===== src/rtl/stat_display_driver.sv =====
// Shows one of four 32-bit statistics values on an 8-digit multiplexed seven-segment display.
// A double-dabble engine re-converts the selected value back-to-back; raw hex skips the conversion.
module stat_display_driver #(
  parameter int SCAN_DIV = 1024,
  parameter int SCAN_W   = 10
) (
  input  logic        clk,
  input  logic        rst,
  input  logic [31:0] total_cycle,
  input  logic [31:0] co_branch_cycle,
  input  logic [31:0] un_branch_cycle,
  input  logic [31:0] aux_value,
  input  logic [1:0]  sel,
  input  logic        hex_mode,
  output logic        busy,
  output logic        overflow,
  output logic [31:0] digits_out,
  output logic [7:0]  an,
  output logic [7:0]  seg
);

  typedef enum logic [1:0] {IDLE, SHIFT, DONE} state_e;

  state_e      state_q, state_d;
  logic [31:0] value_q, value_d;
  logic        mode_q, mode_d;
  logic [39:0] acc_q, acc_d;
  logic [4:0]  cnt_q, cnt_d;
  logic [31:0] digits_q, digits_d;
  logic        ovf_q, ovf_d;
  logic [31:0] src;

  logic [SCAN_W-1:0] presc_q;
  logic [2:0]        idx_q, idx_nx;
  logic [7:0]        an_q, seg_q, enc_nx;

  // Double-dabble correction: any BCD digit of 5 or more would overflow on the next shift.
  function automatic logic [39:0] dd_adjust(input logic [39:0] a);
    logic [39:0] r;
    r = a;
    for (int i = 0; i < 10; i++) begin
      if (r[i*4 +: 4] >= 4'd5) r[i*4 +: 4] = r[i*4 +: 4] + 4'd3;
    end
    return r;
  endfunction

  function automatic logic [7:0] seg_encode(input logic [3:0] d);
    case (d)
      4'h0: seg_encode = 8'hC0;
      4'h1: seg_encode = 8'hF9;
      4'h2: seg_encode = 8'hA4;
      4'h3: seg_encode = 8'hB0;
      4'h4: seg_encode = 8'h99;
      4'h5: seg_encode = 8'h92;
      4'h6: seg_encode = 8'h82;
      4'h7: seg_encode = 8'hF8;
      4'h8: seg_encode = 8'h80;
      4'h9: seg_encode = 8'h90;
      4'hA: seg_encode = 8'h88;
      4'hB: seg_encode = 8'h83;
      4'hC: seg_encode = 8'hC6;
      4'hD: seg_encode = 8'hA1;
      4'hE: seg_encode = 8'h86;
      default: seg_encode = 8'h8E;
    endcase
  endfunction

  always_comb begin
    case (sel)
      2'd0:    src = total_cycle;
      2'd1:    src = co_branch_cycle;
      2'd2:    src = un_branch_cycle;
      default: src = aux_value;
    endcase
  end

  always_ff @(posedge clk) begin
    if (rst) begin
      state_q  <= IDLE;
      digits_q <= '0;
      ovf_q    <= 1'b0;
    end else begin
      state_q  <= state_d;
      digits_q <= digits_d;
      ovf_q    <= ovf_d;
    end
  end

  // Conversion datapath needs no reset: IDLE reloads all of it before use.
  always_ff @(posedge clk) begin
    value_q <= value_d;
    mode_q  <= mode_d;
    acc_q   <= acc_d;
    cnt_q   <= cnt_d;
  end

  always_comb begin
    state_d  = state_q;
    value_d  = value_q;
    mode_d   = mode_q;
    acc_d    = acc_q;
    cnt_d    = cnt_q;
    digits_d = digits_q;
    ovf_d    = ovf_q;
    case (state_q)
      IDLE: begin
        value_d = src;
        mode_d  = hex_mode;
        acc_d   = '0;
        cnt_d   = 5'd31;
        state_d = hex_mode ? DONE : SHIFT;
      end
      SHIFT: begin
        {acc_d, value_d} = {dd_adjust(acc_q), value_q} << 1;
        cnt_d = cnt_q - 5'd1;
        if (cnt_q == 5'd0) state_d = DONE;
      end
      DONE: begin
        digits_d = mode_q ? value_q : acc_q[31:0];
        ovf_d    = !mode_q && (acc_q[39:32] != 8'd0);
        state_d  = IDLE;
      end
      default: state_d = IDLE;
    endcase
  end

  always_comb begin
    busy = (state_q != IDLE);
  end

  assign idx_nx = idx_q + 3'd1;
  assign enc_nx = seg_encode(digits_q[{idx_nx, 2'b00} +: 4]);

  always_ff @(posedge clk) begin
    if (rst) begin
      presc_q <= '0;
      idx_q   <= '0;
      an_q    <= 8'hFF;
      seg_q   <= 8'hFF;
    end else if (presc_q == SCAN_W'(SCAN_DIV - 1)) begin
      presc_q <= '0;
      idx_q   <= idx_nx;
      an_q    <= ~(8'b1 << idx_nx);
      seg_q   <= {~((idx_nx == 3'd7) && ovf_q), enc_nx[6:0]};
    end else begin
      presc_q <= presc_q + 1'b1;
    end
  end

  assign overflow   = ovf_q;
  assign digits_out = digits_q;
  assign an         = an_q;
  assign seg        = seg_q;

endmodule


===== config.mk =====
export PLATFORM = sky130hd
export DESIGN_NAME = stat_display_driver
export DESIGN_NICKNAME = d
export VERILOG_FILES = /design/src/rtl/stat_display_driver.sv
export SDC_FILE = /design/constraint.sdc
export NUM_CORES = 1
export LEC_CHECK = 0
export CAP_MARGIN = 25
export CORE_MARGIN = 2
export CORE_UTILIZATION = 51
export DETAILED_ROUTE_END_ITERATION = 6
export GPL_ROUTABILITY_DRIVEN = 0
export PLACE_DENSITY = 0.93
export SLEW_MARGIN = 30
export SYNTH_ARGS = -nofsm -noshare
export SYNTH_HDL_FRONTEND = slang
export SYNTH_SLANG_ARGS = --single-unit

===== constraint.sdc =====
create_clock -name clk -period 3.32 [get_ports clk]
set_input_delay 0.996 -clock clk [delete_from_list [all_inputs] [get_ports clk]]
set_output_delay 0.996 -clock clk [all_outputs]
set_load 0.02 [all_outputs]

==> impl_metrics.csv <==
group,metric,value,unit
run_status,status,"finished clean",
cts,cts_setup_buffers,0,
cts,cts_resized,0,
setup_path,worst_setup_path_start_kind,"flip-flop",
timing,hold_viol,0,
cts,cts_hold_buf,0,
timing,skew,0.006276,ns
synth,yosysUniqueCellTypes,41,
global_route,grt_antenna_before_repair,0,
setup_path,critPathMaxFanout,15,
finish,drive_gt1_share,9.916,%
setup_path,crit_family,"multiplexers",
setup_path,crit_slowest_cell,"ha_1",
setup_path,cpPeakStageDelay,0.73,ns
route,drt_iter0_markers,480,
setup_path,endpoint_kind,"flip-flop",
die,dieArea,0.01642,mm²
timing,setup_viol,0,
finish,area.sequential,0.003623,mm²
finish,multi_input_area,0.003939,mm²
power_and_ir_drop,powerDensity,499.8,mW/mm²
die,io_pins,183,
timing,fin_crit_sh,90.45,%
global_route,first_global_vias,6318,
setup_path,cp.arrival,3.32,ns
synth,ys_seq_elements,142,
route,drc,0,
finish,fillers,1063,
cts,cts.sinks,142,
cts,clockBufferDepth,2,
die,core_area,0.01515,mm²
global_route,grt_max_degree,71,
timing,drv_slew,0,
cts,cts.clk_slew.worst_paths,0.06,ns
setup_path,path_buf_inv,2,
die,fp.dieW,128.2,µm
synth,async_flop_share,0,%
route,drt-pass1-iter-count,5,
setup_path,critPathRequiredTime,3.63,ns
die,placementRows,45,
timing,fmax,333.0,MHz
power_and_ir_drop,seqPwrFrac,44.4,%
timing,min_period,3.003,ns
placed_design,io_buffers,182,
power_and_ir_drop,p_leak,3.994,nW
route,routedWlPerCell,17.15,µm
synth,yosys_warnings,0,
global_route,grt_first_pass_wirelength,31190,µm
synth,syn_avg_cell_area,10.26,µm²
timing,slew_headroom,50.34,%
synth,synth_cells,766,
finish,stdcell_area,0.01038,mm²
synth,synth_edf_count,78,
job,max_cap_violations,0,
synth,netlist_area,0.007861,mm²
route,viasPerCell,5.564,
power_and_ir_drop,p_sw,0.001515,W
cts,cts.htree.levels,4,
power_and_ir_drop,clock_power_share,34.0,%
finish,diodes,0,
cts,cts_buffers,17,
synth,synth_flop_cell,"edfxtp_1",
placed_design,post-dp-hpwl,14380,µm
finish,layout_common_cells,"clkdlybuf4s50_1 (180), nand2_1 (129), nor2_1 (98), edfxtp_1 (78), dfxtp_1 (64)",
global_route,grt-ovfl-total,0,
cts,worst_skew_pair.late_latency,0.43,ns
cts,cts-root-buf,"clkbuf_16",
route,routed_wl,19480,µm
power_and_ir_drop,combPwrFrac,21.6,%
setup_path,worstSetupPathType,"flip-flop to flip-flop",
timing,finalSetupTns,0,ns
die,die_h,128.2,µm
finish,syn2layout_area_growth,32.05,%
synth,ys_seq_area_share,46.09,%
route,vias,6321,
power_and_ir_drop,internal-power,0.003673,W
route,ant_nets,0,
cts,cts_tree,"yes",
finish,nets,1103,
timing,rsz0062_at_grt,"no",
hold_path,hold_path.class,"flip-flop to flip-flop",
global_route,grt_usage,24.75,%
synth,syn-num-nets,934,
setup_path,crit_chain,"inv_1 > ha_1 > buf_4 > mux2i_1 > mux4_2 > mux2_2 > a21oi_1 > nand2_1",
placed_design,dpl-instance-area,0.009828,mm²
power_and_ir_drop,power_switching_share,29.20,%
timing,tightest_slew,0.7449,ns
finish,final_common_cell,"clkdlybuf4s50_1",
power_and_ir_drop,vdd.ir_drop.worst,0.0003331,V
die,initial_core_util,51.90,%
-- final cells by class --
type / count / share of cell area (%)
clock buffer: 20 / 4.508
clock inverter: 12 / 0.8196
inverter: 31 / 1.121
multi-input combinational: 549 / 37.94
sequential: 142 / 34.90
tap: 188 / 2.266
timing repair buffer: 194 / 18.44
-- Yosys cell counts, types with 2 or more instances --
cell type | instances | area share [%]
or3_1 | 2 | 0.16
xor2_1 | 14 | 1.6
nand4_1 | 2 | 0.16
dfxtp_1 | 64 | 16
nand2_1 | 130 | 6.2
buf_1 | 2 | 0.096
a211oi_1 | 32 | 3.1
mux2i_1 | 51 | 6.5
a21oi_1 | 43 | 2.7
buf_6 | 2 | 0.29
o21ai_0 | 18 | 1.1
and3_1 | 2 | 0.16
nor2b_1 | 2 | 0.16
nand3_1 | 14 | 0.89
xnor2_1 | 18 | 2.0
inv_1 | 31 | 1.5
buf_2 | 4 | 0.25
nand2b_1 | 19 | 1.5
edfxtp_1 | 78 | 30
nor3_1 | 13 | 0.83
mux2_2 | 4 | 0.57
nor2_1 | 99 | 4.7
clkbuf_1 | 34 | 1.6
ha_1 | 35 | 5.6
a22oi_1 | 2 | 0.19
mux4_2 | 36 | 10
-- stage by stage --
stage	util (%)	power (W)	hold slack [ns]	cells	worst slack [ns]
finish	68.54	0.005188	0.4645	1136	0.3169
global route	68.54	0.005418	0.4874	1136	0.1772
detailed placement	64.89	0.003445	0.4502	1104	0.3928
CTS	68.54	0.005207	0.4607	1136	0.3336
global placement	64.89	0.003388	0.4287	1104	0.4685
floorplan	-	0.002976	0.4175	766	0.4008
-- registers in the layout, indices dropped and copies added (netlist names) --
register	cells
acc_q	40
digits_out	32
value_q	32
presc_q	10
an	8
seg	8
cnt_q	5
idx_q	3
state_q	2
mode_q	1
overflow	1
-- final timing paths --
path | startpoint | end | slack, ns | cells after the start
worst max-delay path | idx_q[0] | seg[5] | 0.32 | 8
worst min-delay path | presc_q[0] | presc_q[0] | 0.46 | 1
worst max register to register | idx_q[0] | seg[5] | 0.32 | 8
worst min register to register | presc_q[0] | presc_q[0] | 0.46 | 1
-- power by group through the flow --
stage | sequential [W] | clock (W) | combinational [W]
floorplan | 0.00230 | 0 | 0.000677
global placement | 0.00232 | 0 | 0.00107
detailed placement | 0.00233 | 0 | 0.00112
CTS | 0.00230 | 0.00178 | 0.00113
global route | 0.00232 | 0.00185 | 0.00124
finish | 0.00230 | 0.00176 | 0.00112
-- cells by family (layout without fill, tap and decap cells) --
logic type / count (synthesis) / count (layout) / synth area share (%)
xor gates and xnor gates: 33 / 33 / 3.772
buffers and inverters: 75 / 257 / 4.027
and+or+nand+nor: 287 / 287 / 15.18
AOI/OAI and AO/OA: 103 / 103 / 7.974
adders and majority gates: 35 / 35 / 5.571
DFF: 142 / 142 / 46.09
muxes: 91 / 91 / 17.38
-- routing by layer --
| metal | vias up | global-route usage (%) | wire [µm] | part of all wire [%] |
|---|---|---|---|---|
| met1 | 2959 | 29.15 | 7711 | 40 |
| met3 | 35 | 7.220 | 1464 | 7.5 |
| met5 | - | 0 | 0 | 0 |
| met2 | 280 | 43.63 | 9933 | 51 |
| li1 | 3047 | - | - | - |
| met4 | 0 | 7.822 | 367 | 1.9 |
(Power assumes the default switching activity.)
